[src/rtl/ram_loader_pkg.sv]
// Shared types and constants for the boot-time RAM loader.
package ram_loader_pkg;

  localparam int BYTE_W     = 8;
  localparam int HDR_BYTES  = 2;
  localparam int CSUM_BYTES = 2;

  typedef enum logic [3:0] {
    ST_IDLE,
    ST_LEN_HI,
    ST_LEN_LO,
    ST_CHECK,
    ST_DATA_HI,
    ST_DATA_LO,
    ST_CSUM_HI,
    ST_CSUM_LO,
    ST_FIN
  } state_t;

  // States in which the loader consumes a stream byte.
  function automatic logic rx_state(input state_t s);
    return (s == ST_LEN_HI)  || (s == ST_LEN_LO)  ||
           (s == ST_DATA_HI) || (s == ST_DATA_LO) ||
           (s == ST_CSUM_HI) || (s == ST_CSUM_LO);
  endfunction

endpackage

[src/rtl/ram_loader_csum.sv]
// Running mod-2^16 sum of written words and compare against the received checksum.
module ram_loader_csum
  import ram_loader_pkg::*;
(
  input  logic                clk,
  input  logic                rst_n,
  input  logic                clr,
  input  logic                add_en,
  input  logic [2*BYTE_W-1:0] add_word,
  input  logic [2*BYTE_W-1:0] chk_word,
  output logic                mismatch
);

  logic [2*BYTE_W-1:0] acc_q, acc_d;

  always_comb begin
    acc_d = acc_q;
    if (clr) begin
      acc_d = '0;
    end else if (add_en) begin
      acc_d = acc_q + add_word;
    end
  end

  always_ff @(posedge clk or negedge rst_n) begin
    if (!rst_n) begin
      acc_q <= '0;
    end else begin
      acc_q <= acc_d;
    end
  end

  assign mismatch = (acc_q != chk_word);

endmodule

[src/rtl/ram_loader.sv]
// Boot-time loader: byte stream -> big-endian 16-bit words -> consecutive RAM writes.
// Optional trailing checksum verification is enabled by defining RAM_LOADER_CSUM_EN.
//
// state   | meaning
// IDLE    | waiting for start
// LEN_HI  | word count, high byte
// LEN_LO  | word count, low byte
// CHECK   | range check of base+N, no byte taken
// DATA_HI | data word, high byte
// DATA_LO | data word, low byte; write issued next cycle
// CSUM_HI | checksum, high byte
// CSUM_LO | checksum, low byte; compare
// FIN     | done pulse, release RAM
module ram_loader
  import ram_loader_pkg::*;
#(
  parameter int DATA = 16,
  parameter int ADDR = 15
) (
  input  logic              clk,
  input  logic              rst_n,
  input  logic              start,
  input  logic [ADDR-1:0]   base_addr,
  input  logic              s_valid,
  input  logic [BYTE_W-1:0] s_data,
  output logic              s_ready,
  output logic              ram_wr,
  output logic [ADDR-1:0]   ram_addr,
  output logic [DATA-1:0]   ram_din,
  output logic              busy,
  output logic              done,
  output logic              error
);

  localparam int SW = ((ADDR > 16) ? ADDR : 16) + 1;
  localparam logic [SW-1:0] LIMIT = SW'(1) << ADDR;
`ifdef RAM_LOADER_CSUM_EN
  localparam state_t ST_AFTER_DATA = ST_CSUM_HI;
`else
  localparam state_t ST_AFTER_DATA = ST_FIN;
`endif

  state_t              state_q, state_d;
  logic [BYTE_W-1:0]   byte_q, byte_d;
  logic [2*BYTE_W-1:0] cnt_q, cnt_d;
  logic [ADDR-1:0]     waddr_q, waddr_d;
  logic                s_ready_q, s_ready_d;
  logic                ram_wr_q, ram_wr_d;
  logic [ADDR-1:0]     ram_addr_q, ram_addr_d;
  logic [DATA-1:0]     ram_din_q, ram_din_d;
  logic                busy_q, busy_d;
  logic                done_q, done_d;
  logic                error_q, error_d;

  logic                hs;
  logic                ovf;
  logic [SW-1:0]       end_sum;
  logic [DATA-1:0]     word;

  assign hs      = s_valid && s_ready_q;
  assign word    = {byte_q, s_data};
  // waddr_q still holds the base address while in CHECK.
  assign end_sum = SW'(waddr_q) + SW'(cnt_q);
  assign ovf     = (end_sum > LIMIT);

`ifdef RAM_LOADER_CSUM_EN
  logic csum_bad;

  ram_loader_csum u_csum (
    .clk      (clk),
    .rst_n    (rst_n),
    .clr      ((state_q == ST_IDLE) && start),
    .add_en   ((state_q == ST_DATA_LO) && hs),
    .add_word (word),
    .chk_word (word),
    .mismatch (csum_bad)
  );
`endif

  always_ff @(posedge clk or negedge rst_n) begin
    if (!rst_n) begin
      state_q    <= ST_IDLE;
      byte_q     <= '0;
      cnt_q      <= '0;
      waddr_q    <= '0;
      s_ready_q  <= 1'b0;
      ram_wr_q   <= 1'b0;
      ram_addr_q <= '0;
      ram_din_q  <= '0;
      busy_q     <= 1'b0;
      done_q     <= 1'b0;
      error_q    <= 1'b0;
    end else begin
      state_q    <= state_d;
      byte_q     <= byte_d;
      cnt_q      <= cnt_d;
      waddr_q    <= waddr_d;
      s_ready_q  <= s_ready_d;
      ram_wr_q   <= ram_wr_d;
      ram_addr_q <= ram_addr_d;
      ram_din_q  <= ram_din_d;
      busy_q     <= busy_d;
      done_q     <= done_d;
      error_q    <= error_d;
    end
  end

  always_comb begin
    state_d = state_q;
    case (state_q)
      ST_IDLE:    if (start) state_d = ST_LEN_HI;
      ST_LEN_HI:  if (hs) state_d = ST_LEN_LO;
      ST_LEN_LO:  if (hs) state_d = ST_CHECK;
      ST_CHECK: begin
        if (ovf)                state_d = ST_FIN;
        else if (cnt_q == '0)   state_d = ST_AFTER_DATA;
        else                    state_d = ST_DATA_HI;
      end
      ST_DATA_HI: if (hs) state_d = ST_DATA_LO;
      ST_DATA_LO: if (hs) state_d = (cnt_q == 16'd1) ? ST_AFTER_DATA : ST_DATA_HI;
`ifdef RAM_LOADER_CSUM_EN
      ST_CSUM_HI: if (hs) state_d = ST_CSUM_LO;
      ST_CSUM_LO: if (hs) state_d = ST_FIN;
`endif
      ST_FIN:     state_d = ST_IDLE;
      default:    state_d = ST_IDLE;
    endcase
  end

  always_comb begin
    byte_d     = byte_q;
    cnt_d      = cnt_q;
    waddr_d    = waddr_q;
    ram_addr_d = ram_addr_q;
    ram_din_d  = ram_din_q;
    ram_wr_d   = 1'b0;
    done_d     = 1'b0;
    busy_d     = busy_q;
    error_d    = error_q;
    // Registered ready tracks the state being entered, so it lines up with state_q.
    s_ready_d  = rx_state(state_d);
    case (state_q)
      ST_IDLE: begin
        if (start) begin
          waddr_d = base_addr;
          busy_d  = 1'b1;
          error_d = 1'b0;
        end
      end
      ST_LEN_HI, ST_DATA_HI, ST_CSUM_HI: begin
        if (hs) byte_d = s_data;
      end
      ST_LEN_LO: begin
        if (hs) cnt_d = {byte_q, s_data};
      end
      ST_CHECK: begin
        if (ovf) error_d = 1'b1;
      end
      ST_DATA_LO: begin
        if (hs) begin
          ram_wr_d   = 1'b1;
          ram_addr_d = waddr_q;
          ram_din_d  = word;
          waddr_d    = waddr_q + 1'b1;
          cnt_d      = cnt_q - 1'b1;
        end
      end
`ifdef RAM_LOADER_CSUM_EN
      ST_CSUM_LO: begin
        if (hs && csum_bad) error_d = 1'b1;
      end
`endif
      ST_FIN: begin
        done_d = 1'b1;
        busy_d = 1'b0;
      end
      default: ;
    endcase
  end

  assign s_ready  = s_ready_q;
  assign ram_wr   = ram_wr_q;
  assign ram_addr = ram_addr_q;
  assign ram_din  = ram_din_q;
  assign busy     = busy_q;
  assign done     = done_q;
  assign error    = error_q;

endmodule

[config.mk]
export PLATFORM = sky130hd
export DESIGN_NAME = ram_loader
export DESIGN_NICKNAME = d
export VERILOG_FILES = /design/src/rtl/ram_loader_pkg.sv /design/src/rtl/ram_loader_csum.sv /design/src/rtl/ram_loader.sv
export SDC_FILE = /design/constraint.sdc
export NUM_CORES = 1
export LEC_CHECK = 0
export BUFFER_PORTS_ARGS = -buffer_cell sky130_fd_sc_hd__buf_2
export CORE_ASPECT_RATIO = 2
export CORE_MARGIN = 2
export CORE_UTILIZATION = 42
export CTS_CLUSTER_DIAMETER = 150
export DETAILED_ROUTE_END_ITERATION = 10
export GPL_ROUTABILITY_DRIVEN = 0
export HOLD_SLACK_MARGIN = 0.05
export SYNTH_ARGS = -nofsm -noshare
export SYNTH_HDL_FRONTEND = slang
export SYNTH_SLANG_ARGS = --single-unit
export TNS_END_PERCENT = 10
[constraint.sdc]
create_clock -name clk -period 4.4 [get_ports clk]
set_input_delay 0.22 -clock clk [delete_from_list [all_inputs] [get_ports clk]]
set_output_delay 0.22 -clock clk [all_outputs]
set_load 0.01 [all_outputs]
Word level (Yosys, flattened, before mapping):

Cells that the tools add are included.

* register bits after elaboration: 79
* word-level logic and storage cells: 75

* reductions and logical operators: 19
* equality and inequality tests: 18
* magnitude comparators: 1
* mux-type cells: 23
* add/sub/neg operators: 3

Operator list (number)
* $mux W16: 2
* $mux W4: 8
* $pmux W16 S2: 1
* $mux W15: 2
* $pmux W15 S2: 1
* $eq A4 B3 Y1 const B: 7
* $pmux W4 S6: 1
* $add A15 B16 Y17: 1
* $gt A17 B16 Y1 const B: 1
* $eq A16 B1 Y1 const B: 1
* $logic_not A16 Y1: 1
* $sub A16 B1 Y16 const B: 1
* $add A15 B1 Y15 const B: 1
* $eq A4 B2 Y1 const B: 3
* $reduce_and A3 Y1: 3
* $eq A4 B1 Y1 const B: 2
* $ne A2 B2 Y1 const B: 4
* $reduce_bool A2 Y1: 4
* $mux W1: 6
* $reduce_and A2 Y1: 3
* $logic_or A1 B1 Y1: 5
* $eq A4 B4 Y1 const B: 1
* $logic_not A4 Y1: 1
* $pmux W1 S2: 2
* other kinds (2): 2

Depth between registers and ports, before layout:

Gate-level depths: netlist of run 1.

* depth in word-level cells: 10
* mapped depth: 9
* depth with buffers taken out: 9

Worst setup path before layout of run 1:

No wires, ideal clock.

* kind: register to register
* start: register cnt_q[0]
* end: register error_q (netlist: error)
* data arrival time: 2.635 ns
* library setup time: 0.153 ns
* required time: 4.247 ns
* stages on the path, launching flop included: 10
* slack: 1.612 ns
* period minus slack after synthesis: 2.788 ns
* path through: dfrtp_1 > ha_1 > fa_1 > a211oi_1 > o211ai_2 > a41o_1 > and3b_1 > a2111oi_4 > and3_2 > o22ai_1

* longest elaborated chain between the ends: 4

Ends and longest elaborated chain
* start, declared: line ram_loader.sv:45 `logic [2*BYTE_W-1:0] cnt_q, cnt_d;`
* start signal, assigned: line ram_loader.sv:96 `cnt_q <= cnt_d;`
* $add A15 B16 Y17: line ram_loader.sv:63 `assign end_sum = SW'(waddr_q) + SW'(cnt_q);`
* $gt A17 B16 Y1: line ram_loader.sv:64 `assign ovf = (end_sum > LIMIT);`
* $ne A2 B2 Y1 (no source line)
* $reduce_and A3 Y1 (no source line)
* end signal, assigned: line ram_loader.sv:104 `error_q <= error_d;`
* end, declared: line ram_loader.sv:53 `logic error_q, error_d;`

No other way between the ends.
A chain may end at the register's enable or synchronous reset.

Worst setup path in the final report of run 1:

Same ends and word-level chain as after synthesis.

==> results of run 1 <==
==> worst max-delay path: cells and delay by family (launching register included) <==
kind                       cells  cell delay (ns)
DFF                            1             0.44
adders and majority gates      2             0.71
and+or+nand+nor                2             0.46
AOI/OAI and AO/OA              5             1.32
==> power breakdown <==
part / switching, mW / internal (mW) / leakage (nW) / total, mW
sequential: 0.394 / 1.06 / 0.961 / 1.46
combinational: 1.35 / 1.05 / 1.28 / 2.40
clock: 0.315 / 0.405 / 0.137 / 0.721
total: 2.06 / 2.51 / 2.38 / 4.57
==> stage by stage <==
step / instance area, um^2 / utilization, %
floorplan: 4820 / -
global placement: 5160 / 46.0
detailed placement: 5160 / 46.0
CTS: 5460 / 48.7
global route: 5460 / 48.7
finish: 5460 / 48.7
==> synth_stat cells, types with 4 or more instances <==
cell type,instances
sky130_fd_sc_hd__a211o_1,4
sky130_fd_sc_hd__a211oi_1,5
sky130_fd_sc_hd__a21oi_1,61
sky130_fd_sc_hd__a31oi_1,5
sky130_fd_sc_hd__a41o_1,4
sky130_fd_sc_hd__and3_1,4
sky130_fd_sc_hd__buf_2,7
sky130_fd_sc_hd__clkbuf_1,16
sky130_fd_sc_hd__clkbuf_8,5
sky130_fd_sc_hd__dfrtp_1,79
sky130_fd_sc_hd__ha_1,18
sky130_fd_sc_hd__inv_1,12
sky130_fd_sc_hd__mux2_2,39
sky130_fd_sc_hd__nand2_1,38
sky130_fd_sc_hd__nand2b_1,7
sky130_fd_sc_hd__nand3_1,19
sky130_fd_sc_hd__nand4_1,4
sky130_fd_sc_hd__nor2_1,40
sky130_fd_sc_hd__nor3_1,10
sky130_fd_sc_hd__nor4_1,6
sky130_fd_sc_hd__o211ai_1,4
sky130_fd_sc_hd__o21ai_0,43
sky130_fd_sc_hd__o22ai_1,8
sky130_fd_sc_hd__xnor2_1,6
==> cell type report <==
class | count | share of cell area (%)
Clock buffer | 10 | 4.38
Timing Repair Buffer | 69 | 6.74
Sequential cell | 79 | 36.2
Inverter | 12 | 0.825
Clock inverter | 6 | 0.963
Multi-Input combinational cell | 388 | 47.6
Tap cell | 142 | 3.26
==> routing by layer <==
metal / GRT usage, % / share of wire [%] / vias up
met5: 0 / 0 / -
met4: 11.7 / 4.6 / 0
met3: 2.73 / 2.8 / 29
met2: 35.8 / 53 / 103
met1: 23.9 / 40 / 2010
li1: - / - / 1989
==> kinds of logic after synthesis <==
kind of cell    share of synthesized area, %
compound gates                          21.8
xor+xnor                                1.27
fa+ha+maj                               5.09
buf+inv                                 5.17
flops                                   41.0
mux                                     9.53
simple gates                            16.1
==> flip-flops by register name (all words and copies together), names as in the netlist <==
name and flops:
cnt_q 16, ram_din 16, ram_addr 15, waddr_q 15, byte_q 8, state_q 4
busy 1, done 1, error 1, ram_wr 1, s_ready 1
==> how the worst max path moves through the flow <==
stage	end	from
floorplan	error$_DFFE_PN0P_	cnt_q[0]$_DFFE_PN0P_
global placement	error$_DFFE_PN0P_	cnt_q[0]$_DFFE_PN0P_
detailed placement	error$_DFFE_PN0P_	cnt_q[0]$_DFFE_PN0P_
CTS	error$_DFFE_PN0P_	cnt_q[0]$_DFFE_PN0P_
global route	error$_DFFE_PN0P_	cnt_q[0]$_DFFE_PN0P_
finish	error$_DFFE_PN0P_	cnt_q[0]$_DFFE_PN0P_
==> flow_metrics.tcl, run 1 <==
set metrics [dict create \
    run_status "complete, no violations" \
    timing.final.hold_violations 0 \
    worst-r2r-setup-slack_ns 1.32 \
    place.detailed.instances 689 \
    path_clk_slew_ns 0.07 \
    post_synth_inst_count 509 \
    number_of_gates_resized_after_cts 0 \
    synth.lib_cells_used.distinct 66 \
    post_synthesis_register_bit_count 79 \
    floorplan.rows 55 \
    setup_viol 0 \
    report.power.total_mw 4.57 \
    vdd_drop_max_uv 404 \
    antenna_found_initial 0 \
    tightest_slew_ns 0.877 \
    detailroute.via_count 4131 \
    post_drt_via_cell_ratio 5.85 \
    maxcap_viol_count 0 \
    nFillCells 1092 \
    synth_top_area_share_pct 41.0 \
    r2r.worst_path.cells 9 \
    cellPowerDensity_nw_per_um2 838 \
    mappedNetlistArea_um2 4820 \
    io_buffer_count 62 \
    sequential_fraction_of_the_synthesis_area_pct 41.0 \
    grt_setup_unrepaired "false" \
    area_growth_syn_to_layout_pct 13.3 \
    insertion_delay_ns 0.34 \
    post-route-worst-setup-slack_ns 1.32 \
    htree_num_levels 3 \
    timing.rr.start "cnt_q[0]$_DFFE_PN0P_" \
    detailedRoute.firstIterationViolations 179 \
    hold_class "input port to flip-flop" \
    synthTopCellsByArea "sky130_fd_sc_hd__dfrtp_1 41%, sky130_fd_sc_hd__mux2_2 9.1%, sky130_fd_sc_hd__a21oi_1 6.3%, sky130_fd_sc_hd__ha_1 4.7%, sky130_fd_sc_hd__o21ai_0 4.5%" \
    layout.nets 605 \
    period_share_pct 69.9 \
    final_layout_size_suffix_gt1_share_pct 24.6 \
    synth_edf_count 0 \
    cts_buffers 9 \
    slowest_stage "sky130_fd_sc_hd__a211oi_1" \
    timing.rr.end "error$_DFFE_PN0P_" \
    grt_remaining_overflow 0 \
    max_slew_margin_pct 41.3 \
    route.antenna.remaining_nets 0 \
    worstSetupPathType "flip-flop to flip-flop" \
    cp.required_ns 4.62 \
    seqCellArea_um2 1980 \
    synth_warnings 0 \
    root_buffer "sky130_fd_sc_hd__clkbuf_16" \
    critical-path-max-stage-delay_ns 0.50 \
    ys.flop_type "sky130_fd_sc_hd__dfrtp_1" \
    wirelength_um 12400 \
    initial_utilization_pct 42.9 \
    clock_tree_from_tritoncts "built" \
    post_drt_wl_per_cell_um 17.6 \
    fin_crit_ns 3.08 \
    boundaryPins 63 \
    die-height_um 155 \
    global_route.usage.total_pct 20.6 \
    holdPathStages 3 \
    whs_ns 0.118 \
    pin_count_of_the_biggest_net_entering_global_routing 62 \
    mostFrequentLayoutCell "sky130_fd_sc_hd__dfrtp_1" \
    fp.dieArea_um2 12400 \
    cts.sinks 79 \
    place_worst_setup_slack_ns 1.35 \
    post_synthesis_average_cell_area_um2 9.46 \
    vias_in_the_first_global_route 3997 \
    cts_hold_repair.buffers 1 \
    postCtsSetupRepairBufs 0 \
    timing.critical_path.arrival_ns 3.29 \
    placeableCoreArea_um2 11200 \
    final_cells 706 \
    post-synth-top-area-cell "sky130_fd_sc_hd__dfrtp_1" \
    synth_nets 555 \
    sort_of_element_at_the_end_of_the_critical_path "flip-flop" \
    startpoint_class "flip-flop" \
    dieWidth_um 79.7 \
    worst_hold_path.endpoint "waddr_q[0]$_DFFE_PN0P_" \
    crit_chain "ha_1, fa_1, a211oi_1, o211ai_2, a41o_1, and3b_1, a2111oi_4, and3_2, o22ai_1" \
    async_reset_ff_share_pct 100 \
    global_route_wire_length_before_repair_um 20000 \
    power_leakage_nw 2.38 \
    drt_drc_violations_left 0 \
    insertedDiodeCount 0 \
    maximum_frequency_from_static_timing_analysis_mhz 325 \
    worstHoldStart "base_addr[0]" \
    dr.pass1.iters 4 \
    post_dp_hpwl_um 9360 \
    timing_max_transition_violations_final 0 \
    final.setup.tns_ns 0 \
    worst_setup_skew_after_layout_ns 0.00853 \
    layout_common_cells "79 x sky130_fd_sc_hd__dfrtp_1, 61 x sky130_fd_sc_hd__a21oi_1, 61 x sky130_fd_sc_hd__buf_2" \
    clk_path_buf_depth 2 \
    crit_fanout 7 \
    multi_input_comb_area_um2 2600 \
]
Power figures use the tool's default switching activity.
==> run 2, diff against run 1 <==
--- a/config.mk
+++ b/config.mk
@@ -5,6 +5,7 @@
 export SDC_FILE = /design/constraint.sdc
 export NUM_CORES = 1
 export LEC_CHECK = 0
+export ABC_AREA = 1
 export BUFFER_PORTS_ARGS = -buffer_cell sky130_fd_sc_hd__buf_2
 export CORE_ASPECT_RATIO = 2
 export CORE_MARGIN = 2
==> constraint.sdc (replaced) <==
create_clock -name clk -period 2.57 [get_ports clk]
set_input_delay 0.1285 -clock clk [delete_from_list [all_inputs] [get_ports clk]]
set_output_delay 0.1285 -clock clk [all_outputs]
set_load 0.01 [all_outputs]
==> flow_metrics.tcl, run 2 <==
set metrics [dict create \
    drt_drc_violations_left 0 \
    setup.worst_path.start "cnt_q[0]$_DFFE_PN0P_" \
    final_cells 885 \
    insertedDiodeCount 0 \
    synth_edf_count 0 \
    dr.pass1.iters 5 \
    cp.required_ns 2.80 \
    area_growth_syn_to_layout_pct 16.6 \
    die-height_um 157 \
    sort_of_element_at_the_end_of_the_critical_path "flip-flop" \
    final.setup.tns_ns 0 \
    clock_tree_from_tritoncts "built" \
    grt_remaining_overflow 0 \
    path_clk_slew_ns 0.06 \
    period_share_pct 87.8 \
    max_slew_margin_pct 66.8 \
    wirelength_um 13200 \
    hold_class "input port to flip-flop" \
    timing.final.hold_violations 0 \
    post_drt_wl_per_cell_um 15.0 \
    clk_path_buf_depth 2 \
    global_route_wire_length_before_repair_um 21900 \
    detailedRoute.firstIterationViolations 238 \
    post_synth_inst_count 673 \
    maxcap_viol_count 0 \
    synth.lib_cells_used.distinct 42 \
    timing.critical_path.arrival_ns 2.49 \
    fin_crit_ns 2.26 \
    worst_setup_skew_after_layout_ns 0.00937 \
    startpoint_class "flip-flop" \
    power_leakage_nw 3.05 \
    grt_setup_unrepaired "false" \
    global_route.usage.total_pct 22.4 \
    fp.dieArea_um2 12700 \
    setup_viol 0 \
    cts.sinks 79 \
    final_layout_size_suffix_gt1_share_pct 17.8 \
    run_status "complete, no violations" \
    synth_top_area_share_pct 40.1 \
    cellPowerDensity_nw_per_um2 1400 \
    placeableCoreArea_um2 11600 \
    post_synthesis_average_cell_area_um2 7.33 \
    htree_num_levels 3 \
    synth_nets 719 \
    io_buffer_count 62 \
    timing.rr.start "cnt_q[0]$_DFFE_PN0P_" \
    detailroute.via_count 4513 \
    crit_fanout 5 \
    ys_top_cells_by_count "196 x sky130_fd_sc_hd__nand2_1, 91 x sky130_fd_sc_hd__inv_1, 79 x sky130_fd_sc_hd__dfrtp_1" \
    maximum_frequency_from_static_timing_analysis_mhz 443 \
    layout_common_cells "196 x sky130_fd_sc_hd__nand2_1, 91 x sky130_fd_sc_hd__inv_1, 79 x sky130_fd_sc_hd__dfrtp_1" \
    place.detailed.instances 868 \
    place_worst_setup_slack_ns 0.241 \
    nFillCells 1171 \
    post_drt_via_cell_ratio 5.10 \
    dieWidth_um 80.7 \
    async_reset_ff_share_pct 100 \
    whs_ns 0.0646 \
    tightest_slew_ns 0.497 \
    cpMostUsedCell "sky130_fd_sc_hd__nand2_1" \
    cts_buffers 9 \
    synthTopCellsByArea "sky130_fd_sc_hd__dfrtp_1 40%, sky130_fd_sc_hd__nand2_1 15%, sky130_fd_sc_hd__o21ai_0 7.9%, sky130_fd_sc_hd__inv_1 6.9%, sky130_fd_sc_hd__ha_1 4.6%" \
    timing_max_transition_violations_final 0 \
    root_buffer "sky130_fd_sc_hd__clkbuf_16" \
    antenna_found_initial 0 \
    mappedNetlistArea_um2 4940 \
    initial_utilization_pct 42.7 \
    pin_count_of_the_biggest_net_entering_global_routing 58 \
    vdd_drop_max_uv 620 \
    floorplan.rows 56 \
    layout.nets 781 \
    worstHoldStart "base_addr[1]" \
    crit_chain "ha_1, fa_2, nand3_1, nand2_1, nand2_1, nand2_1, nand2_1, nand2_1, inv_1, nand3_1, nor2_1, nand4_2, nand2_2, nand2_1, nand2_1, nand2_1" \
    insertion_delay_ns 0.34 \
    mostFrequentLayoutCell "sky130_fd_sc_hd__nand2_1" \
    post-route-worst-setup-slack_ns 0.314 \
    post_synthesis_register_bit_count 79 \
    sequential_fraction_of_the_synthesis_area_pct 40.1 \
    boundaryPins 63 \
    synth_warnings 0 \
    synth.most_common_cell "sky130_fd_sc_hd__nand2_1" \
    post-synth-top-area-cell "sky130_fd_sc_hd__dfrtp_1" \
    critical-path-max-stage-delay_ns 0.43 \
    vias_in_the_first_global_route 4427 \
    ys.flop_type "sky130_fd_sc_hd__dfrtp_1" \
    post_dp_hpwl_um 10200 \
    worstSetupPathType "flip-flop to flip-flop" \
    slowest_stage "sky130_fd_sc_hd__dfrtp_1" \
    route.antenna.remaining_nets 0 \
]
[run 2: critical path, delay by kind of cell, from the launching register on]
kind                       cells  cell delay (ns)
buffers and inverters          1             0.05
adders and majority gates      2             0.64
DFF                            1             0.43
and+or+nand+nor               13             1.04
[run 2: report_power, final]
group / total (mW) / internal (mW) / switching, mW / leakage (nW)
logic: 4.20 / 1.51 / 2.69 / 1.88
clock network: 1.52 / 0.963 / 0.558 / 0.169
registers: 2.32 / 1.77 / 0.551 / 0.998
[run 2: through the flow]
step,power [mW],utilization [%],instance area (um^2)
2_1_floorplan,5.34,-,4940
3_3_place_gp,6.48,46.6,5390
3_5_place_dp,6.54,46.6,5390
4_1_cts,8.10,49.8,5750
5_1_grt,8.84,49.8,5750
6_report,8.04,49.8,5750
[run 2: path summary, 6_finish.rpt]
check / end / slack, ns / depth (start not counted)
worst max-delay path: state_q[3]$_DFF_PN0_ / 0.31 / 16
worst min-delay path: waddr_q[1]$_DFFE_PN0P_ / 0.06 / 3
worst max register to register: state_q[3]$_DFF_PN0_ / 0.31 / 16
worst min register to register: done$_DFF_PN0_ / 0.46 / 1
max in group asynchronous: waddr_q[3]$_DFFE_PN0P_ / 1.58 / 3
min in group asynchronous: waddr_q[12]$_DFFE_PN0P_ / 0.28 / 2
[run 2: routing by layer]
metal	global-route usage, %	up-vias	part of all wire, %
li1	-	2294	-
met2	41.6	100	54
met3	3.50	16	3.3
met5	0	-	0
met1	26.2	2103	41
met4	5.65	0	1.4
[run 2: final cells by class]
cell class	count	area, um^2	share of cell area [%]
inverters	99	372	6.46
multi-input cells	475	2490	43.3
well taps	145	181	3.15
clock buffers	9	225	3.91
clock inverters	7	126	2.20
flip-flops and latches	79	1980	34.4
repair buffers	71	383	6.65
[run 2: logic make-up after synthesis]
logic type      Yosys count  share of synthesized area (%)
simple gates            317                           29.4
xor+xnor                 10                           1.77
fa+ha+maj                19                           4.97
compound gates          129                           14.2
buf+inv                 119                           9.56
flops                    79                           40.1
[run 2: what timing repair did]
action                                 CTS  global route
setup endpoints to repair                0             1
setup buffers                            0             0
hold buffers                             1             0
resized for setup                        0             1
endpoints found under the hold margin   34             0
